**src/rtl/fft2d_transpose_ctrl_if.sv**
```systemverilog
// fft2d_transpose_ctrl_if: stream-side bundle of the 2-D FFT corner-turn controller.
// Ports: s_valid/s_ready/s_data row-pass input, m_valid/m_ready/m_data/m_last column-order
//        output, frame_done/busy status. slave = controller view, master = environment view.
`ifndef FFT_DATA_WIDTH
`define FFT_DATA_WIDTH 16
`endif

interface fft2d_transpose_ctrl_if #(
  parameter int DATA_W = `FFT_DATA_WIDTH
);
  logic              s_valid;
  logic              s_ready;
  logic [DATA_W-1:0] s_data;
  logic              m_valid;
  logic              m_ready;
  logic [DATA_W-1:0] m_data;
  logic              m_last;
  logic              frame_done;
  logic              busy;

  modport slave (
    input  s_valid, s_data, m_ready,
    output s_ready, m_valid, m_data, m_last, frame_done, busy
  );

  modport master (
    output s_valid, s_data, m_ready,
    input  s_ready, m_valid, m_data, m_last, frame_done, busy
  );
endinterface

```
**src/rtl/fft2d_transpose_ctrl.sv**
```systemverilog
// fft2d_transpose_ctrl: corner-turn sequencer; writes row-major through RAM port 0 and
// reads column-major through port 1 into a 2-entry skid buffer (read latency 1 cycle).
// Ports: clk/rst, io (stream bundle), ram_*0 write port, ram_*1 read port.
// Backpressure: s_ready drops while no bank is free; reads stall to keep occ+inflight <= 2.
// Option macro FFT2D_TRANSPOSE_PINGPONG_EN: two banks, write and read run concurrently.
`ifndef FFT_DATA_WIDTH
`define FFT_DATA_WIDTH 16
`endif
`ifndef FFT2D_C_RAM_ADD_BITS
`define FFT2D_C_RAM_ADD_BITS 1
`endif
`ifndef RAM_ADD_WIDTH
`define RAM_ADD_WIDTH 6
`endif

module fft2d_transpose_ctrl #(
  parameter int DATA_W   = `FFT_DATA_WIDTH,
  parameter int ADDR_W   = `FFT2D_C_RAM_ADD_BITS + `RAM_ADD_WIDTH,
  parameter int ROW_BITS = 3,
  parameter int COL_BITS = 3
) (
  input  logic                  clk,
  input  logic                  rst,
  fft2d_transpose_ctrl_if.slave io,
  output logic [ADDR_W-1:0]     ram_addr0,
  output logic                  ram_cs0,
  output logic                  ram_we0,
  output logic                  ram_oe0,
  output logic [DATA_W-1:0]     ram_wdata0,
  output logic [ADDR_W-1:0]     ram_addr1,
  output logic                  ram_cs1,
  output logic                  ram_we1,
  output logic                  ram_oe1,
  input  logic [DATA_W-1:0]     ram_rdata1
);
  localparam int CNT_W = ROW_BITS + COL_BITS;
  localparam logic [CNT_W-1:0] CNT_MAX = '1;
`ifdef FFT2D_TRANSPOSE_PINGPONG_EN
  localparam logic BANK_TOGGLE = 1'b1;
`else
  localparam logic BANK_TOGGLE = 1'b0;
`endif

  typedef enum logic [1:0] {IDLE, WRITE, READ} state_t;

  state_t            state, state_nxt;
  logic [CNT_W-1:0]  wcnt;      // {row, col}: col is the inner count
  logic [CNT_W-1:0]  rcnt;      // {col, row}: row is the inner count
  logic              wbank, rbank;
  logic              rdone;     // every read of the current bank has been issued
  logic [1:0]        full, full_nxt;
  logic              inflight, infl_last;
  logic [1:0]        occ;
  logic [DATA_W-1:0] buf0_dat, buf1_dat;
  logic              buf0_last, buf1_last;
  logic              s_rdy, wbeat, issue, pop, fdone;

  always_ff @(posedge clk or posedge rst) begin
    if (rst) state <= IDLE;
    else     state <= state_nxt;
  end

  always_comb begin
    state_nxt = state;
    full_nxt  = full;
    s_rdy     = 1'b0;
`ifdef FFT2D_TRANSPOSE_PINGPONG_EN
    if (state != IDLE) s_rdy = !full[wbank];
`else
    s_rdy = (state == WRITE);
`endif
    wbeat = io.s_valid & s_rdy;
    pop   = (occ != 2'd0) & io.m_ready;
    fdone = pop & buf0_last;
    // Issue only if the data returning next cycle is guaranteed a skid slot.
    issue = full[rbank] & !rdone &
            (({1'b0, occ} + {2'b00, inflight}) < (3'd2 + {2'b00, pop}));
    if (wbeat && wcnt == CNT_MAX) full_nxt[wbank] = 1'b1;
    if (fdone)                    full_nxt[rbank] = 1'b0;
    case (state)
      IDLE:    state_nxt = WRITE;
      default: state_nxt = (|full_nxt) ? READ : WRITE;
    endcase
  end

  always_comb begin
    ram_addr0 = '0;
    ram_addr1 = '0;
    if (wbeat) ram_addr0[CNT_W:0] = {wbank, wcnt};
    if (issue) ram_addr1[CNT_W:0] = {rbank, rcnt[ROW_BITS-1:0], rcnt[CNT_W-1:ROW_BITS]};
  end

  assign ram_cs0    = wbeat;
  assign ram_we0    = wbeat;
  assign ram_oe0    = 1'b0;
  assign ram_wdata0 = wbeat ? io.s_data : '0;
  assign ram_cs1    = issue;
  assign ram_oe1    = issue;
  assign ram_we1    = 1'b0;

  assign io.s_ready    = s_rdy;
  assign io.m_valid    = (occ != 2'd0);
  assign io.m_data     = (occ != 2'd0) ? buf0_dat : '0;
  assign io.m_last     = (occ != 2'd0) & buf0_last;
  assign io.frame_done = fdone;
  assign io.busy       = (state != IDLE) &
                         ((wcnt != '0) | (|full) | (occ != 2'd0) | inflight);

  always_ff @(posedge clk or posedge rst) begin
    if (rst) begin
      wcnt      <= '0;
      rcnt      <= '0;
      wbank     <= 1'b0;
      rbank     <= 1'b0;
      rdone     <= 1'b0;
      full      <= 2'b00;
      inflight  <= 1'b0;
      infl_last <= 1'b0;
      occ       <= 2'd0;
      buf0_dat  <= '0;
      buf1_dat  <= '0;
      buf0_last <= 1'b0;
      buf1_last <= 1'b0;
    end else begin
      full <= full_nxt;
      if (wbeat) begin
        wcnt <= wcnt + CNT_W'(1);
        if (wcnt == CNT_MAX) wbank <= wbank ^ BANK_TOGGLE;
      end
      if (issue) begin
        rcnt <= rcnt + CNT_W'(1);
        if (rcnt == CNT_MAX) rdone <= 1'b1;
      end
      if (fdone) begin
        rdone <= 1'b0;
        rbank <= rbank ^ BANK_TOGGLE;
      end
      inflight  <= issue;
      infl_last <= issue & (rcnt == CNT_MAX);
      // Skid buffer: push = read data returning this cycle, pop = accepted beat.
      case ({inflight, pop})
        2'b10: begin
          if (occ == 2'd0) begin
            buf0_dat  <= ram_rdata1;
            buf0_last <= infl_last;
          end else begin
            buf1_dat  <= ram_rdata1;
            buf1_last <= infl_last;
          end
          occ <= occ + 2'd1;
        end
        2'b01: begin
          buf0_dat  <= buf1_dat;
          buf0_last <= buf1_last;
          occ       <= occ - 2'd1;
        end
        2'b11: begin
          if (occ == 2'd1) begin
            buf0_dat  <= ram_rdata1;
            buf0_last <= infl_last;
          end else begin
            buf0_dat  <= buf1_dat;
            buf0_last <= buf1_last;
            buf1_dat  <= ram_rdata1;
            buf1_last <= infl_last;
          end
        end
        default: ;
      endcase
    end
  end
endmodule

```
**src/flat_wrapper.sv**
```systemverilog
// flat-port wrapper written by rule: the top's interface ports become plain ports
module fft2d_transpose_ctrl_flat 
#(
  parameter int DATA_W   = `FFT_DATA_WIDTH,
  parameter int ADDR_W   = `FFT2D_C_RAM_ADD_BITS + `RAM_ADD_WIDTH,
  parameter int ROW_BITS = 3,
  parameter int COL_BITS = 3
)
  (clk, rst, ram_addr0, ram_cs0, ram_we0, ram_oe0, ram_wdata0, ram_addr1, ram_cs1, ram_we1, ram_oe1, ram_rdata1, io_s_valid, io_s_data, io_m_ready, io_s_ready, io_m_valid, io_m_data, io_m_last, io_frame_done, io_busy);
  fft2d_transpose_ctrl_if #(.DATA_W(DATA_W)) io_i ();
  input  logic clk;
  input  logic rst;
  output logic [ADDR_W-1:0] ram_addr0;
  output logic ram_cs0;
  output logic ram_we0;
  output logic ram_oe0;
  output logic [DATA_W-1:0] ram_wdata0;
  output logic [ADDR_W-1:0] ram_addr1;
  output logic ram_cs1;
  output logic ram_we1;
  output logic ram_oe1;
  input  logic [DATA_W-1:0] ram_rdata1;
  input wire logic [$bits(io_i.s_valid)-1:0] io_s_valid;
  input wire logic [$bits(io_i.s_data)-1:0] io_s_data;
  input wire logic [$bits(io_i.m_ready)-1:0] io_m_ready;
  output wire logic [$bits(io_i.s_ready)-1:0] io_s_ready;
  output wire logic [$bits(io_i.m_valid)-1:0] io_m_valid;
  output wire logic [$bits(io_i.m_data)-1:0] io_m_data;
  output wire logic [$bits(io_i.m_last)-1:0] io_m_last;
  output wire logic [$bits(io_i.frame_done)-1:0] io_frame_done;
  output wire logic [$bits(io_i.busy)-1:0] io_busy;
  assign io_i.s_valid = io_s_valid;
  assign io_i.s_data = io_s_data;
  assign io_i.m_ready = io_m_ready;
  assign io_s_ready = io_i.s_ready;
  assign io_m_valid = io_i.m_valid;
  assign io_m_data = io_i.m_data;
  assign io_m_last = io_i.m_last;
  assign io_frame_done = io_i.frame_done;
  assign io_busy = io_i.busy;
  fft2d_transpose_ctrl #(.DATA_W(DATA_W), .ADDR_W(ADDR_W), .ROW_BITS(ROW_BITS), .COL_BITS(COL_BITS)) u_core (.clk(clk), .rst(rst), .io(io_i), .ram_addr0(ram_addr0), .ram_cs0(ram_cs0), .ram_we0(ram_we0), .ram_oe0(ram_oe0), .ram_wdata0(ram_wdata0), .ram_addr1(ram_addr1), .ram_cs1(ram_cs1), .ram_we1(ram_we1), .ram_oe1(ram_oe1), .ram_rdata1(ram_rdata1));
endmodule
```
**config.mk**
```make
export PLATFORM = sky130hd
export DESIGN_NAME = fft2d_transpose_ctrl_flat
export DESIGN_NICKNAME = d
export VERILOG_FILES = /design/src/rtl/fft2d_transpose_ctrl_if.sv /design/src/rtl/fft2d_transpose_ctrl.sv /design/src/flat_wrapper.sv
export SDC_FILE = /design/constraint.sdc
export NUM_CORES = 1
export LEC_CHECK = 0
export ABC_CLOCK_PERIOD_IN_PS = 2800
export CAP_MARGIN = 10
export CORE_MARGIN = 5
export CORE_UTILIZATION = 40
export CTS_CLUSTER_SIZE = 24
export DETAILED_ROUTE_END_ITERATION = 16
export PLACE_DENSITY = 0.8
export SLEW_MARGIN = 20
export SYNTH_ARGS = -nofsm -noshare
export SYNTH_HDL_FRONTEND = slang
export SYNTH_SLANG_ARGS = --single-unit
```
**constraint.sdc**
```tcl
create_clock -name clk -period 2.8 [get_ports clk]
set_input_delay 0.56 -clock clk [delete_from_list [all_inputs] [get_ports clk]]
set_output_delay 0.56 -clock clk [all_outputs]
set_load 0.1 [all_outputs]
```
; Word level (Yosys, flattened, before mapping)
; Cells that the tools add are included.
[word_totals]
wordCells = 81
inputBits = 36
ff_bits = 55
[op_classes]
n_reduce_logical = 17
n_bitwise = 11
n_lt_le_gt_ge = 1
n_eq_ne = 10
add_sub_neg = 6
n_mux = 24
[ops]
columns = op, count
row1 = $mux W16, 6
row2 = $pmux W16 S3, 1
row3 = $pmux W16 S2, 1
row4 = $add A6 B1 Y6 const B, 2
row5 = $eq A6 B6 Y1 const B, 2
row6 = $mux W6, 2
row7 = $reduce_bool A2 Y1, 6
row8 = $mux W1, 9
row9 = $and A1 B1 Y1, 8
row10 = $eq A2 B1 Y1 const B, 3
row11 = $reduce_bool A6 Y1, 1
row12 = $eq A2 B2 Y1 const B, 2
row13 = $logic_not A2 Y1, 2
row14 = $mux W2, 2
row15 = $ne A2 B2 Y1 const B, 2
row16 = $pmux W2 S2, 1
row17 = $reduce_and A2 Y1, 2
row18 = $reduce_or A2 Y1, 2
row19 = $add A2 B1 Y3, 1
row20 = $add A2 B1 Y3 const A, 1
row21 = $lt A3 B3 Y1, 1
row22 = $or A1 B1 Y1, 3
row23 = $pmux W1 S3, 1
row24 = $reduce_and A3 Y1, 1
row25 = 7 further kinds, 7

; Logic depth before layout (Yosys ltp)
; Gate-level depths: netlist (run 1).
[depth]
depth_word = 8
depth_mapped = 13

; Worst setup path before layout (run 1)
; OpenSTA, ideal clock, no wires.
[synth_timing]
path_type = reg2out
from = register u_core.occ[0]
to = output ram_addr1[0]
path_buffers = 0
setup_slack_ns = -0.583
t_required_ns = 2.240
stages_incl_launch_ff = 6
arrival_time_ns = 2.823
path_cell_list = dfrtp_1 ha_1 ha_1 or3b_2 a21oi_4 and2_1
[synth_via]
elab_chain_cells = 6
elab_cells_between_ends = 7
cone_classes = add/sub: 2 / order compare: 1 / mux: 1 / bitwise: 2 / reduce/logical: 1
[synth_rtl]
columns = element, line_no
row1 = from (decl), fft2d_transpose_ctrl.sv:53  ; logic [1:0] occ;
row2 = from (signal assigned), fft2d_transpose_ctrl.sv:150  ; occ <= occ + 2'd1;
row3 = from (signal assigned), fft2d_transpose_ctrl.sv:155  ; occ <= occ - 2'd1;
row4 = $reduce_bool A2 Y1, fft2d_transpose_ctrl.sv:73  ; pop = (occ != 2'd0) & io.m_ready;
row5 = $and A1 B1 Y1, fft2d_transpose_ctrl.sv:73
row6 = $add A2 B1 Y3, fft2d_transpose_ctrl.sv:77  ; (({1'b0, occ} + {2'b00, inflight}) < (3'd2 + {2'b00, pop}));
row7 = $lt A3 B3 Y1 (*), fft2d_transpose_ctrl.sv:77
row8 = $and A1 B1 Y1 (*), fft2d_transpose_ctrl.sv:76  ; issue = full[rbank] & !rdone &
row9 = named net ram_cs1, flat_wrapper.sv:19  ; output logic ram_cs1;
row10 = $mux W6 (*), fft2d_transpose_ctrl.sv:90  ; if (issue) ram_addr1[CNT_W:0] = {rbank, rcnt[ROW_BITS-1:0], rcnt[CNT_W-1:ROW_BITS]};
row11 = to (decl), flat_wrapper.sv:18  ; output logic [ADDR_W-1:0] ram_addr1;
; The timed path passes the listed nets; every way through them passes the cells marked *.

; Worst setup path after layout (run 1)
[layout_timing]
from = register u_core.occ[0]
to = output ram_addr1[1]
[layout_via]
elab_chain_cells = 6
elab_cells_between_ends = 7
cone_classes = add/sub: 2 / order compare: 1 / mux: 1 / bitwise: 2 / reduce/logical: 1
[layout_rtl]
columns = element, line_no
row1 = $reduce_bool A2 Y1, fft2d_transpose_ctrl.sv:73
row2 = $and A1 B1 Y1, fft2d_transpose_ctrl.sv:73
row3 = $add A2 B1 Y3, fft2d_transpose_ctrl.sv:77
row4 = $lt A3 B3 Y1 (*), fft2d_transpose_ctrl.sv:77
row5 = $and A1 B1 Y1 (*), fft2d_transpose_ctrl.sv:76
row6 = $mux W6 (*), fft2d_transpose_ctrl.sv:90
; Every way passes the cells marked *; elsewhere a longest branch is shown, timed or not.

==> results of run 1 <==
## placed cells by master (no fill, tap or decap), types with 2 or more instances in the layout
cell type | synthesis | routed
xor2_1 | 5 | 5
nor2b_2 | 0 | 11
clkdlybuf4s50_1 | 0 | 35
a31oi_1 | 17 | 17
clkbuf_8 | 0 | 5
and2_4 | 1 | 2
nand3_1 | 3 | 3
xnor2_1 | 7 | 7
dfrtp_1 | 54 | 53
buf_12 | 1 | 53
and2_1 | 30 | 18
mux2_2 | 8 | 8
and2_2 | 0 | 11
buf_4 | 6 | 15
o21ai_0 | 36 | 36
inv_2 | 1 | 2
mux2_4 | 10 | 10
a21oi_4 | 1 | 2
nand2_1 | 7 | 7
nor2_1 | 21 | 21
a211oi_1 | 2 | 2
inv_1 | 7 | 6
ha_1 | 10 | 10
conb_1 | 1 | 4
nand4_1 | 2 | 2
nor2b_1 | 19 | 8
## logic make-up (layout without fill, tap and decap cells)
kind of cell	count (synthesis)	after routing	share of synthesized area [%]
AND/OR/NAND/NOR	92	92	17.8
buffers and inverters	32	118	6.26
multiplexers	19	19	8.56
XOR/XNOR	12	12	3.58
adder cells (fa/ha/maj)	10	10	4.26
other	1	4	0.128
flip-flops	54	54	46.0
AO/OA/AOI/OAI	63	64	13.4
## worst paths after layout
check	start	endpoint	slack, ps
max reg2reg	u_core.occ[0]$_DFFE_PP0P_	u_core.buf1_dat[12]$_DFFE_PP0P_	420
max in group asynchronous	rst	u_core.occ[1]$_DFFE_PP0P_	1660
min	u_core.rcnt[5]$_DFFE_PP0N_	u_core.rcnt[5]$_DFFE_PP0N_	500
max	u_core.occ[0]$_DFFE_PP0P_	ram_addr1[1]	90
min reg2reg	u_core.rcnt[5]$_DFFE_PP0N_	u_core.rcnt[5]$_DFFE_PP0N_	500
min in group asynchronous	rst	u_core.full[0]$_DFF_PP0_	560
## metrics by stage
stage	hold slack (ps)	instance area [µm²]	util, %	cells	setup WS (ps)
3_5_place_dp	488	4460	61.8	460	19.5
4_1_cts	504	4560	63.1	469	-10.8
6_report	502	4590	63.6	472	92.2
3_3_place_gp	480	4460	61.8	460	92.7
5_1_grt	524	4590	63.6	472	-8.33
2_1_floorplan	447	3000	-	286	-218
## cell usage after synthesis (2+ instances only)
master    instances
ha_1             10
a211oi_1          2
a31oi_1          17
nand2_1           7
mux2_4           10
and2_1           30
nand4_1           2
o21ai_0          36
clkbuf_1         12
buf_6             3
dfrtp_1          54
mux2_2            8
xor2_1            5
buf_4             6
buf_2             2
nor2b_1          19
inv_1             7
xnor2_1           7
a21oi_1           2
nor2_1           21
nand3_1           3
## critical path: cells and delay by family, from the launching register on
kind,cells,cell delay [ps]
flops,1,430
buf+inv,1,160
fa+ha+maj,2,430
simple gates,2,630
compound gates,1,200
## layout make-up
| cell class | count | area [µm²] |
|---|---|---|
| multi-input cells | 201 | 1480 |
| fillers | 572 | 2630 |
| clock buffers | 6 | 72.6 |
| clock inverters | 1 | 7.51 |
| flip-flops and latches | 54 | 1350 |
| inverters | 8 | 30.0 |
| well taps | 99 | 124 |
| repair buffers | 103 | 1520 |
## state kept, by name (all words and copies together) (netlist names), 2 cells and up
name,count
u_core.buf0_dat,16
u_core.rcnt,6
u_core.occ,2
u_core.wcnt,6
u_core.state,2
u_core.buf1_dat,16
## metal layers
layer,vias to the layer above,wire length [µm],GRT usage (%)
li1,1134,-,-
met4,0,85,4.38
met1,1152,3020,19.2
met3,9,612,3.87
met2,98,3530,27.4
met5,-,0,0
## timing repair
action                                  CTS  global route
buffers inserted                          2             2
gates cloned                              0             1
endpoints found under the setup margin    6            15
resized for setup                         1             2
## report_power, final
part	total [mW]	switching, mW	internal [mW]	leakage, nW
clock network	0.409	0.237	0.172	0.0373
logic	4.00	2.56	1.44	1.29
registers	1.26	0.193	1.07	0.647
total	5.67	2.99	2.68	1.97
==> implementation parameters, run 1 <==
Parameter                              Value

Drt
  Total Wirelength ... 7250 µm
  DRT Pass-1 Iters ... 4
  Vias per Instance ... 5.07
  Wire per inst ... 15.4 µm
  Drt initial violations ... 64
  Via Count ... 2393
  Count of nets left with antenna violations after detail routing ... 0
  DRC violations left ... 0

Worst setup path
  Most frequent cell on the critical path ... ha_1
  List of cells traversed by the critical path ... ha_1 > ha_1 > or3b_4 > a21oi_4 > and2_4 > buf_12
  CP Capture Type ... primary output
  Required time at the worst-slack endpoint ... 2240 ps
  R2R depth ... 10
  Critical Setup Path Class ... reg -> out
  Arrival time at the worst endpoint ... 2150 ps
  Crit start category ... flop
  Critical path peak fanout ... 5
  CP max stage cell ... or3b_4
  Crit-path max cell delay ... 440 ps

Synth
  Synth area leader ... dfrtp_1
  Share of the yosys chip area belonging to registers ... 46.0%
  Fraction of post-synthesis cell area in the top cell type by area ... 46.0%
  Number of enable-type register cells in the synthesized netlist ... 0
  Share of flip-flops with an asynchronous set or reset after synthesis ... 100%
  Cell types occupying the most area after synthesis ... dfrtp_1 (46%), and2_1 (6.4%), o21ai_0 (6.1%), mux2_4 (5.1%), ha_1 (4.3%)
  Synthesized netlist cell count ... 283
  Most instantiated flip-flop cell in the synthesis netlist ... dfrtp_1
  Count of state elements after synthesis ... 54
  Synthesis Warnings ... 0
  Mapped Area ... 2940 µm²
  Number of distinct standard cells referenced by the synthesized netlist ... 41
  Post-synthesis area per instance ... 10.4 µm²

Clocking
  Later-pin clock latency in the skew report ... 300 ps
  Post-CTS Hold Fix Bufs ... 0
  Clock Tree Buf Depth ... 2
  Clock tree root driver cell ... clkbuf_8
  Clock sink total ... 54
  Clock H-tree levels ... 2
  Total clock buffers created by CTS ... 5
  Clock transition at the register clock pins on the worst setup and hold paths after CTS ... 90 ps
  CTS tree ... built

Global routing
  Total congestion overflow after global routing ... 0
  Pin count of the biggest net entering global routing ... 35
  Initial antenna violation count ... 0
  Wire length of the first global-routing pass ... 11300 µm
  Via count of the first global-routing pass ... 2346
  GRT Total Usage ... 15.7%

Pwr
  Pwr dens ... 1240 nW/µm²
  Worst VDD drop ... 0.705 mV
  Final total power ... 5.67 mW
  Leakage component of the power ... 1.97 nW

Final layout
  Share of cells above drive strength 1 ... 33.5%
  Final-stage net count ... 419
  Area added between synthesis and finish ... 56.3%
  Antenna diode count ... 0

Timing
  RSZ-0062 raised after global routing ... true
  Clock period minus final worst setup slack ... 2710 ps
  Max-slew violation count ... 0
  Count of endpoints failing hold in the final timing report ... 0
  Final worst path period share ... 96.7%
  Top achievable clock speed ... 0.369 GHz
  Number of setup violations in the final report ... 0
  Tightest Pin Transition ... 622 ps
  Normalized max-slew margin ... 58.5%
  Setup TNS Final ... 0 ps
  Setup skew after layout ... 7.23 ps

Floorplanning
  I/O pin count ... 93
  FP Rows ... 31
  Die extent in x ... 95.7 µm
  Die area ... 9150 µm²
  Chip height ... 95.7 µm
  Total core area ... 7210 µm²
  Initial Util ... 40.7%

Placement
  # port buffers ... 88
  Placer's final routability congestion estimate ... 0.786
  Post-DP HPWL ... 5450 µm

Status
  Status ... finished clean

Flow run
  Max-cap violation count ... 0

Hold path
  Hold crit path type ... reg -> reg
  Hold path cells ... 1
(Power assumes the default switching activity.)
==> run 2: changes to the inputs <==
--- a/config.mk
+++ b/config.mk
@@ -11,6 +11,7 @@
 export CORE_UTILIZATION = 40
 export CTS_CLUSTER_SIZE = 24
 export DETAILED_ROUTE_END_ITERATION = 16
+export GPL_ROUTABILITY_DRIVEN = 0
 export PLACE_DENSITY = 0.8
 export SLEW_MARGIN = 20
 export SYNTH_ARGS = -nofsm -noshare
==> results of run 2 <==
Same layout as run 1: the final DEF is identical, and so are final timing and power.
==> run 3: changes to the inputs <==
--- a/config.mk
+++ b/config.mk
@@ -5,14 +5,14 @@
 export SDC_FILE = /design/constraint.sdc
 export NUM_CORES = 1
 export LEC_CHECK = 0
-export ABC_CLOCK_PERIOD_IN_PS = 2800
+export ABC_CLOCK_PERIOD_IN_PS = 2400
 export CAP_MARGIN = 10
 export CORE_MARGIN = 5
 export CORE_UTILIZATION = 40
 export CTS_CLUSTER_SIZE = 24
 export DETAILED_ROUTE_END_ITERATION = 16
 export GPL_ROUTABILITY_DRIVEN = 0
-export PLACE_DENSITY = 0.8
+export PLACE_DENSITY = 0.82
 export SLEW_MARGIN = 20
 export SYNTH_ARGS = -nofsm -noshare
 export SYNTH_HDL_FRONTEND = slang
==> constraint.sdc (replaced) <==
create_clock -name clk -period 2.4 [get_ports clk]
set_input_delay 0.48 -clock clk [delete_from_list [all_inputs] [get_ports clk]]
set_output_delay 0.48 -clock clk [all_outputs]
set_load 0.1 [all_outputs]
==> implementation parameters, run 3 (same netlist as run 1, synthesis figures left out) <==
Parameter                              Value

Pwr
  Worst VDD drop ... 0.571 mV (was 0.705 mV)
  Leakage component of the power ... 2.04 nW (was 1.97 nW)
  Switching power ... 3.58 mW (was 2.99 mW)
  Combinational Power Share ... 70.5% (about the same)
  Part of the power in the clock network ... 7.9% (was 7.2%)
  Seq pwr share ... 21.6% (was 22.3%)
  Pwr dens ... 1450 nW/µm² (was 1240 nW/µm²)
  Switching fraction of total power ... 52.3% (was 52.7%)
  Internal ... 3.27 mW (was 2.68 mW)

Timing
  Tightest Pin Transition ... 660 ps (was 622 ps)
  Worst-case setup margin in the final layout ... -243 ps (was 92.2 ps)
  Clock period minus final worst setup slack ... 2640 ps
  Normalized max-slew margin ... 55.8% (was 58.5%)
  Max-slew violation count ... 0 (unchanged)
  Number of setup violations in the final report ... 8 (was 0)
  Setup skew after layout ... 9.85 ps (was 7.23 ps)
  Final worst path period share ... 110%
  Count of endpoints failing hold in the final timing report ... 0 (unchanged)
  RSZ-0062 raised after global routing ... true (unchanged)
  Top achievable clock speed ... 0.378 GHz
  Min Hold Slack ... 504 ps (was 502 ps)

Clocking
  Clock transition at the register clock pins on the worst setup and hold paths after CTS ... 100 ps (was 90 ps)
  Clock H-tree levels ... 2 (unchanged)
  Later-pin clock latency in the skew report ... 310 ps (was 300 ps)
  CTS tree ... built (unchanged)
  Clock tree root driver cell ... clkbuf_8 (unchanged)
  Clock Tree Buf Depth ... 2 (unchanged)
  Total clock buffers created by CTS ... 5 (unchanged)
  Clock sink total ... 54 (unchanged)

Global routing
  Initial antenna violation count ... 0 (unchanged)
  Wire length of the first global-routing pass ... 12300 µm (was 11300 µm)
  Via count of the first global-routing pass ... 2501 (was 2346)
  Total congestion overflow after global routing ... 0 (unchanged)
  Pin count of the biggest net entering global routing ... 55 (was 35)
  GRT Total Usage ... 17.3% (was 15.7%)

Worst setup path
  List of cells traversed by the critical path ... ha_2 > ha_4 > or3b_4 > a21oi_4 > and2_4 > buf_12 (was ha_1 > ha_1 > or3b_4 > a21oi_4 > and2_4 > buf_12)
  Arrival time at the worst endpoint ... 2160 ps (was 2150 ps)
  Crit start category ... flop (unchanged)
  Required time at the worst-slack endpoint ... 1920 ps (was 2240 ps)
  R2R depth ... 9 (was 10)
  Critical Path Start ... u_core.occ[0]$_DFFE_PP0P_ (unchanged)
  Top cell family by delay on the critical path ... simple AND/OR/NAND/NOR gates (unchanged)
  CP Capture Type ... primary output (unchanged)
  Critical path peak fanout ... 8 (was 5)
  CP max stage cell ... dfrtp_1 (was or3b_4)
  Capturing point of the worst reg2reg path ... u_core.buf0_dat[0]$_DFFE_PP0P_ (was u_core.buf1_dat[12]$_DFFE_PP0P_)
  R2R Path Start ... u_core.occ[0]$_DFFE_PP0P_ (unchanged)
  Critical Setup Path Class ... reg -> out (unchanged)
  Critical path capture point ... ram_addr1[4] (was ram_addr1[1])
  Register-to-Register Setup Slack ... 170 ps (was 420 ps)
  Crit-path max cell delay ... 450 ps (was 440 ps)
  Depth of the critical timing path with buffers and inverters included ... 6 (unchanged)
  Number of buffers and inverters on the critical path ... 1 (unchanged)

Placement
  # port buffers ... 88 (unchanged)
  Place WS ... -325 ps (was 19.5 ps)
  Post-DP HPWL ... 5600 µm (was 5450 µm)
  Total cell area at the placement stage ... 4550 µm² (was 4460 µm²)

Final layout
  Leading registers by flop count ... u_core.buf0_dat (16), u_core.buf1_dat (16) (unchanged)
  Antenna diode count ... 0 (unchanged)
  Leading cell types in the layout, fill and taps excluded ... buf_12 (55), dfrtp_1 (54), o21ai_0 (36), clkdlybuf4s50_1 (35), nor2_1 (21) (was buf_12 (53), dfrtp_1 (53), o21ai_0 (36), clkdlybuf4s50_1 (35), nor2_1 (21))
  Area added between synthesis and finish ... 61.1% (was 56.3%)
  Most common cell after layout, fill and taps aside ... buf_12
  Layout fillers ... 516 (was 572)
  Share of cells above drive strength 1 ... 35.4% (was 33.5%)
  Post-route cell area ... 4730 µm² (was 4590 µm²)
  Final-stage net count ... 426 (was 419)

Status
  Status ... finished with violations (was finished clean)
  Violations in the final reports ... setup timing

Flow run
  Max-cap violation count ... 0 (unchanged)

Drt
  Total Wirelength ... 7780 µm (was 7250 µm)
  Count of nets left with antenna violations after detail routing ... 0 (unchanged)
  DRT Pass-1 Iters ... 4 (unchanged)
  Via Count ... 2438 (was 2393)
  Drt initial violations ... 158 (was 64)
  Vias per Instance ... 5.08 (was 5.07)
  DRC violations left ... 0 (unchanged)
  Wire per inst ... 16.2 µm (was 15.4 µm)

Floorplanning
  FP Rows ... 31 (unchanged)
  Chip height ... 95.7 µm (unchanged)
  Total core area ... 7210 µm² (unchanged)
  I/O pin count ... 93 (unchanged)
  Die area ... 9150 µm² (unchanged)
  Die extent in x ... 95.7 µm (unchanged)
  Initial Util ... 40.7% (unchanged)

Hold path
  Hold crit path type ... reg -> reg (unchanged)
[run 3: changes by cell type in the layout (fill, tap and decap cells not counted), moves of 2 or more]
cell | previous run | this run
ha_4 | 0 | 2
nor2b_1 | 8 | 11
and2_2 | 11 | 7
nor2b_2 | 11 | 8
clkinv_4 | 0 | 2
buf_4 | 15 | 20
and2_4 | 2 | 7
buf_12 | 53 | 55
ha_1 | 10 | 7
[run 3: worst reg2reg max path, cell delays in order (launching register included)]
cell,delay (ps)
dfrtp_1,450
inv_1,110
ha_4,210
inv_12,60
nand2_1,60
inv_1,80
ha_1,180
nor2b_2,580
o21ai_0,200
a31oi_1,220
[run 3: how the worst min path moves through the flow]
| stage | startpoint | endpoint | cells after the start |
|---|---|---|---|
| 2_1_floorplan | u_core.buf0_last$_DFFE_PP0P_ | u_core.rdone$_DFFE_PP0P_ | 1 |
| 3_3_place_gp | u_core.wcnt[2]$_DFFE_PP0N_ | u_core.wcnt[2]$_DFFE_PP0N_ | 1 |
| 3_5_place_dp | u_core.buf1_dat[9]$_DFFE_PP0P_ | u_core.buf1_dat[9]$_DFFE_PP0P_ | 1 |
| 4_1_cts | u_core.wcnt[2]$_DFFE_PP0N_ | u_core.wcnt[2]$_DFFE_PP0N_ | 1 |
| 5_1_grt | u_core.wcnt[2]$_DFFE_PP0N_ | u_core.wcnt[2]$_DFFE_PP0N_ | 1 |
| 6_report | u_core.wcnt[2]$_DFFE_PP0N_ | u_core.wcnt[2]$_DFFE_PP0N_ | 1 |
[run 3: layout make-up]
| type | count | area (µm²) | share of cell area (%) |
|---|---|---|---|
| Tap cell | 99 | 124 | 2.62 |
| Timing Repair Buffer | 111 | 1610 | 34.1 |
| Inverter | 8 | 42.5 | 0.899 |
| Sequential cell | 54 | 1350 | 28.6 |
| Clock buffer | 6 | 82.6 | 1.75 |
| Clock inverter | 2 | 17.5 | 0.370 |
| Multi-Input combinational cell | 200 | 1500 | 31.7 |
[run 3: what timing repair did]
| action | CTS | global route |
|---|---|---|
| buffers inserted | 3 | 3 |
| resized for setup | 7 | 0 |
| setup endpoints to repair | 25 | 8 |
| pin swaps | 6 | 9 |
| hold buffers | 0 | 0 |
[run 3: power groups by stage]
stage                     registers (mW)  clock network (mW)  logic, mW
after floorplan                     1.42                   0       3.18
after global placement              1.47                   0       4.67
after detailed placement            1.49                   0       4.75
after CTS                           1.47               0.557       4.84
after global routing                1.52               0.588       5.03
final                               1.48               0.544       4.84
[run 3: layer usage]
| layer | global-route usage (%) | vias up | share of wire [%] | wire length, µm |
|---|---|---|---|---|
| met5 | 0 | - | 0 | 0 |
| met4 | 6.04 | 0 | 2.1 | 163 |
| met3 | 3.24 | 16 | 5.1 | 398 |
| met2 | 32.2 | 69 | 56 | 4390 |
| met1 | 19.6 | 1199 | 36 | 2820 |
| li1 | - | 1154 | - | - |
[run 3: per-stage QoR]
stage | util [%] | total power, mW | setup TNS, ps | instances
floorplan | - | 4.59 | -7620 | 286
global placement | 63.1 | 6.14 | -2770 | 466
detailed placement | 63.1 | 6.23 | -5010 | 466
CTS | 65.3 | 6.87 | -1810 | 477
global route | 65.6 | 7.14 | -2510 | 480
finish | 65.6 | 6.86 | -1840 | 480
==> RTL change, RTL diff (flow settings as in run 2) <==
The macro `RAM_ADD_WIDTH` goes from 6 to 12.
--- a/src/rtl/fft2d_transpose_ctrl.sv
+++ b/src/rtl/fft2d_transpose_ctrl.sv
@@ -10,7 +10,7 @@
 `define FFT2D_C_RAM_ADD_BITS 1
 `endif
 `ifndef RAM_ADD_WIDTH
-`define RAM_ADD_WIDTH 6
+`define RAM_ADD_WIDTH 12
 `endif
 
 module fft2d_transpose_ctrl #(
Interface: changed (resized ram_addr0 and ram_addr1); port bits go from 93 to 105. The function was not compared with the original's and may differ.
==> RTL change against run 2 <==
- sequential cell count did not move
- die area up 2.7%
- sequential share of layout area shrank 0.31 points
- via count grew 1.6%
- non-clock buffer count shrank 2
- routed wire length up 1.8%
- design area increased by 0.95%
- critical path depth stayed put
- setup slack improved by 0.014 ns
- synthesized area increased by 3.1%
- hold slack improved by 0.0088 ns
- power rose by 2.2%
- register-to-register slack lost 0.14 ns
- fmax up 0.53%
==> RTL change: results (changes against run 2) <==
Synthesis:
- Ranked by instance count, the synthesized netlist is headed by sky130_fd_sc_hd__dfrtp_1 (54), sky130_fd_sc_hd__o21ai_0 (36), sky130_fd_sc_hd__and2_1 (30).
- The proportion of register bits with asynchronous set or reset after synthesis is 100.0% (unchanged).
- The number of warnings issued by yosys is 0 (unchanged).
- The dominant synthesized flop cell is sky130_fd_sc_hd__dfrtp_1.
- The register area share after synthesis is 44.65% (-1.4 points).
- Ranked by total cell area, the synthesized netlist is headed by sky130_fd_sc_hd__dfrtp_1 (45%), sky130_fd_sc_hd__and2_1 (6.2%), sky130_fd_sc_hd__o21ai_0 (6.0%).
- The number of distinct library cells after synthesis is 41 (unchanged).

Drt:
- The sum of routed wire length over all layers is 7380 um (+1.8%).
- The vias per cell is 5.033 (-0.73%).
- The iteration count of the initial detailed-routing pass is 4 (unchanged).
- The DRC violation total after the first TritonRoute iteration is 106 (+66%).

STA:
- The clock skew is 0.01228 ns (+0.005049 ns).
- The share of the clock period used by the worst path after layout was 96.19% (-0.51 points).
- The transition time at the pin with the least slew margin is 0.6337 ns (+0.01169 ns).

Layout:
- The number of filler cells placed in the layout is 560 (-2.1%).
- The net count of the finished layout came to 429 (+2.4%).
- The largest registers in the layout are u_core.buf0_dat (16), u_core.buf1_dat (16).
- The total inserted antenna cells is 0 (unchanged).
- The layout cell share with drive strength beyond 1 came to 32.29% (-1.2 points).

GRT:
- The number of global-route vias before repair is 2,437 (+3.9%).
- The maximum number of pins on one net before global-route repair is 35 (unchanged).
- The number of antenna violations at the first check in global routing was 0 (unchanged).
- The global-route usage over all layers is 15.74% (+0.036 points).
- The wire length of the first global-routing pass is 12,370 um (+9.5%).

Clock tree:
- The number of H-tree levels is 2 (unchanged).
- The clock edge transition at the registers on the reported setup and hold paths is 0.09 ns (about the same).
- The tree is rooted in a sky130_fd_sc_hd__clkbuf_8.
- The clock insertion delay at the later pin of the skew report is 0.30 ns (about the same).
- The clock tree buffer depth is 2 (unchanged).
- The number of buffers created by CTS was 5 (unchanged).

Power:
- The static leakage is 2.010 nW (+1.9%).
- The worst-case vdd ir drop is 0.0008077 V (+15%).
- The switching part of the total was 53.16% (+0.46 points).

Place:
- The number of port buffers was 88 (unchanged).
- The post-DP HPWL was 5538 um (+1.7%).
- The placed standard-cell area came to 0.004504 mm2 (+1.0%).

Critical path:
- The maximum net fanout on the critical path came to 6 (+1).

Status:
- The run finished with clean final reports.

Worst hold path:
- The worst hold path belongs to the class flop to flop.
[RTL change: timing repair]
action | CTS | global route
hold buffers | 0 | 0
endpoints found under the setup margin | 6 | 23
resized for setup | 0 | 2
setup buffers | 2 | 0
gates cloned | 0 | 1
[RTL change: final cells by class]
class	count	share of cell area (%)
tap	99	2.674
multi-input combinational	213	32.89
clock inverter	2	0.2701
clock buffer	6	1.782
timing repair buffer	101	32.57
inverter	8	0.6481
sequential	54	29.17
[RTL change: cell families (layout without fill, tap and decap cells)]
logic type	Yosys count	in the layout	share of synthesized area, %
and+or+nand+nor	92	92	17.24
AOI/OAI and AO/OA	63	64	13.02
DFF	54	54	44.65
buffers and inverters	44	117	9.053
muxes	19	19	8.309
xor gates and xnor gates	12	12	3.472
adders and majority gates	10	10	4.134
other	1	16	0.1239
[RTL change: path summary, 6_finish.rpt]
kind | start | endpoint | slack, ns | cells past startpoint
max | u_core.inflight$_DFF_PP0_ | ram_addr1[5] | 0.11 | 6
min | u_core.buf0_last$_DFFE_PP0P_ | u_core.rdone$_DFFE_PP0P_ | 0.51 | 1
max reg2reg | u_core.occ[0]$_DFFE_PP0P_ | u_core.buf1_dat[11]$_DFFE_PP0P_ | 0.28 | 11
min reg2reg | u_core.buf0_last$_DFFE_PP0P_ | u_core.rdone$_DFFE_PP0P_ | 0.51 | 1
max in group asynchronous | rst | u_core.buf0_dat[12]$_DFFE_PP0P_ | 1.63 | 3
min in group asynchronous | rst | u_core.rcnt[5]$_DFFE_PP0N_ | 0.63 | 2
[RTL change: metal layers]
layer,global-route usage (%),part of all wire (%),vias to the layer above
li1,-,-,1146
met5,0,0,-
met2,25.27,48,106
met1,21.12,44,1172
met4,4.536,0.95,0
met3,3.813,6.9,7
[RTL change: worst max-delay path, stage by stage (launching register included)]
cell and delay, ns:
sky130_fd_sc_hd__dfrtp_1 0.45, sky130_fd_sc_hd__ha_1 0.21, sky130_fd_sc_hd__ha_1 0.19, sky130_fd_sc_hd__or3b_4 0.44, sky130_fd_sc_hd__a21oi_4 0.18, sky130_fd_sc_hd__and2_2 0.20, sky130_fd_sc_hd__buf_12 0.17
[RTL change: metrics by stage]
stage               std cells  power [W]  setup WS, ns  utilization [%]  hold slack, ns
floorplan                 310   0.003981       -0.2185                -          0.4468
global placement          472   0.005282       0.05885            61.77          0.4781
detailed placement        472   0.005360      -0.02805            61.77          0.4890
CTS                       482   0.005816       0.01557            63.28          0.5091
global route              483   0.006060     0.0004645            63.54          0.5277
finish                    483   0.005797        0.1066            63.54          0.5111
[RTL change: power groups by stage]
stage,clock network (W),registers (W),logic [W]
finish,0.000447,0.00126,0.00409
global route,0.000488,0.00131,0.00427
CTS,0.000452,0.00126,0.00410
detailed placement,0,0.00128,0.00408
global placement,0,0.00125,0.00403
floorplan,0,0.00121,0.00277
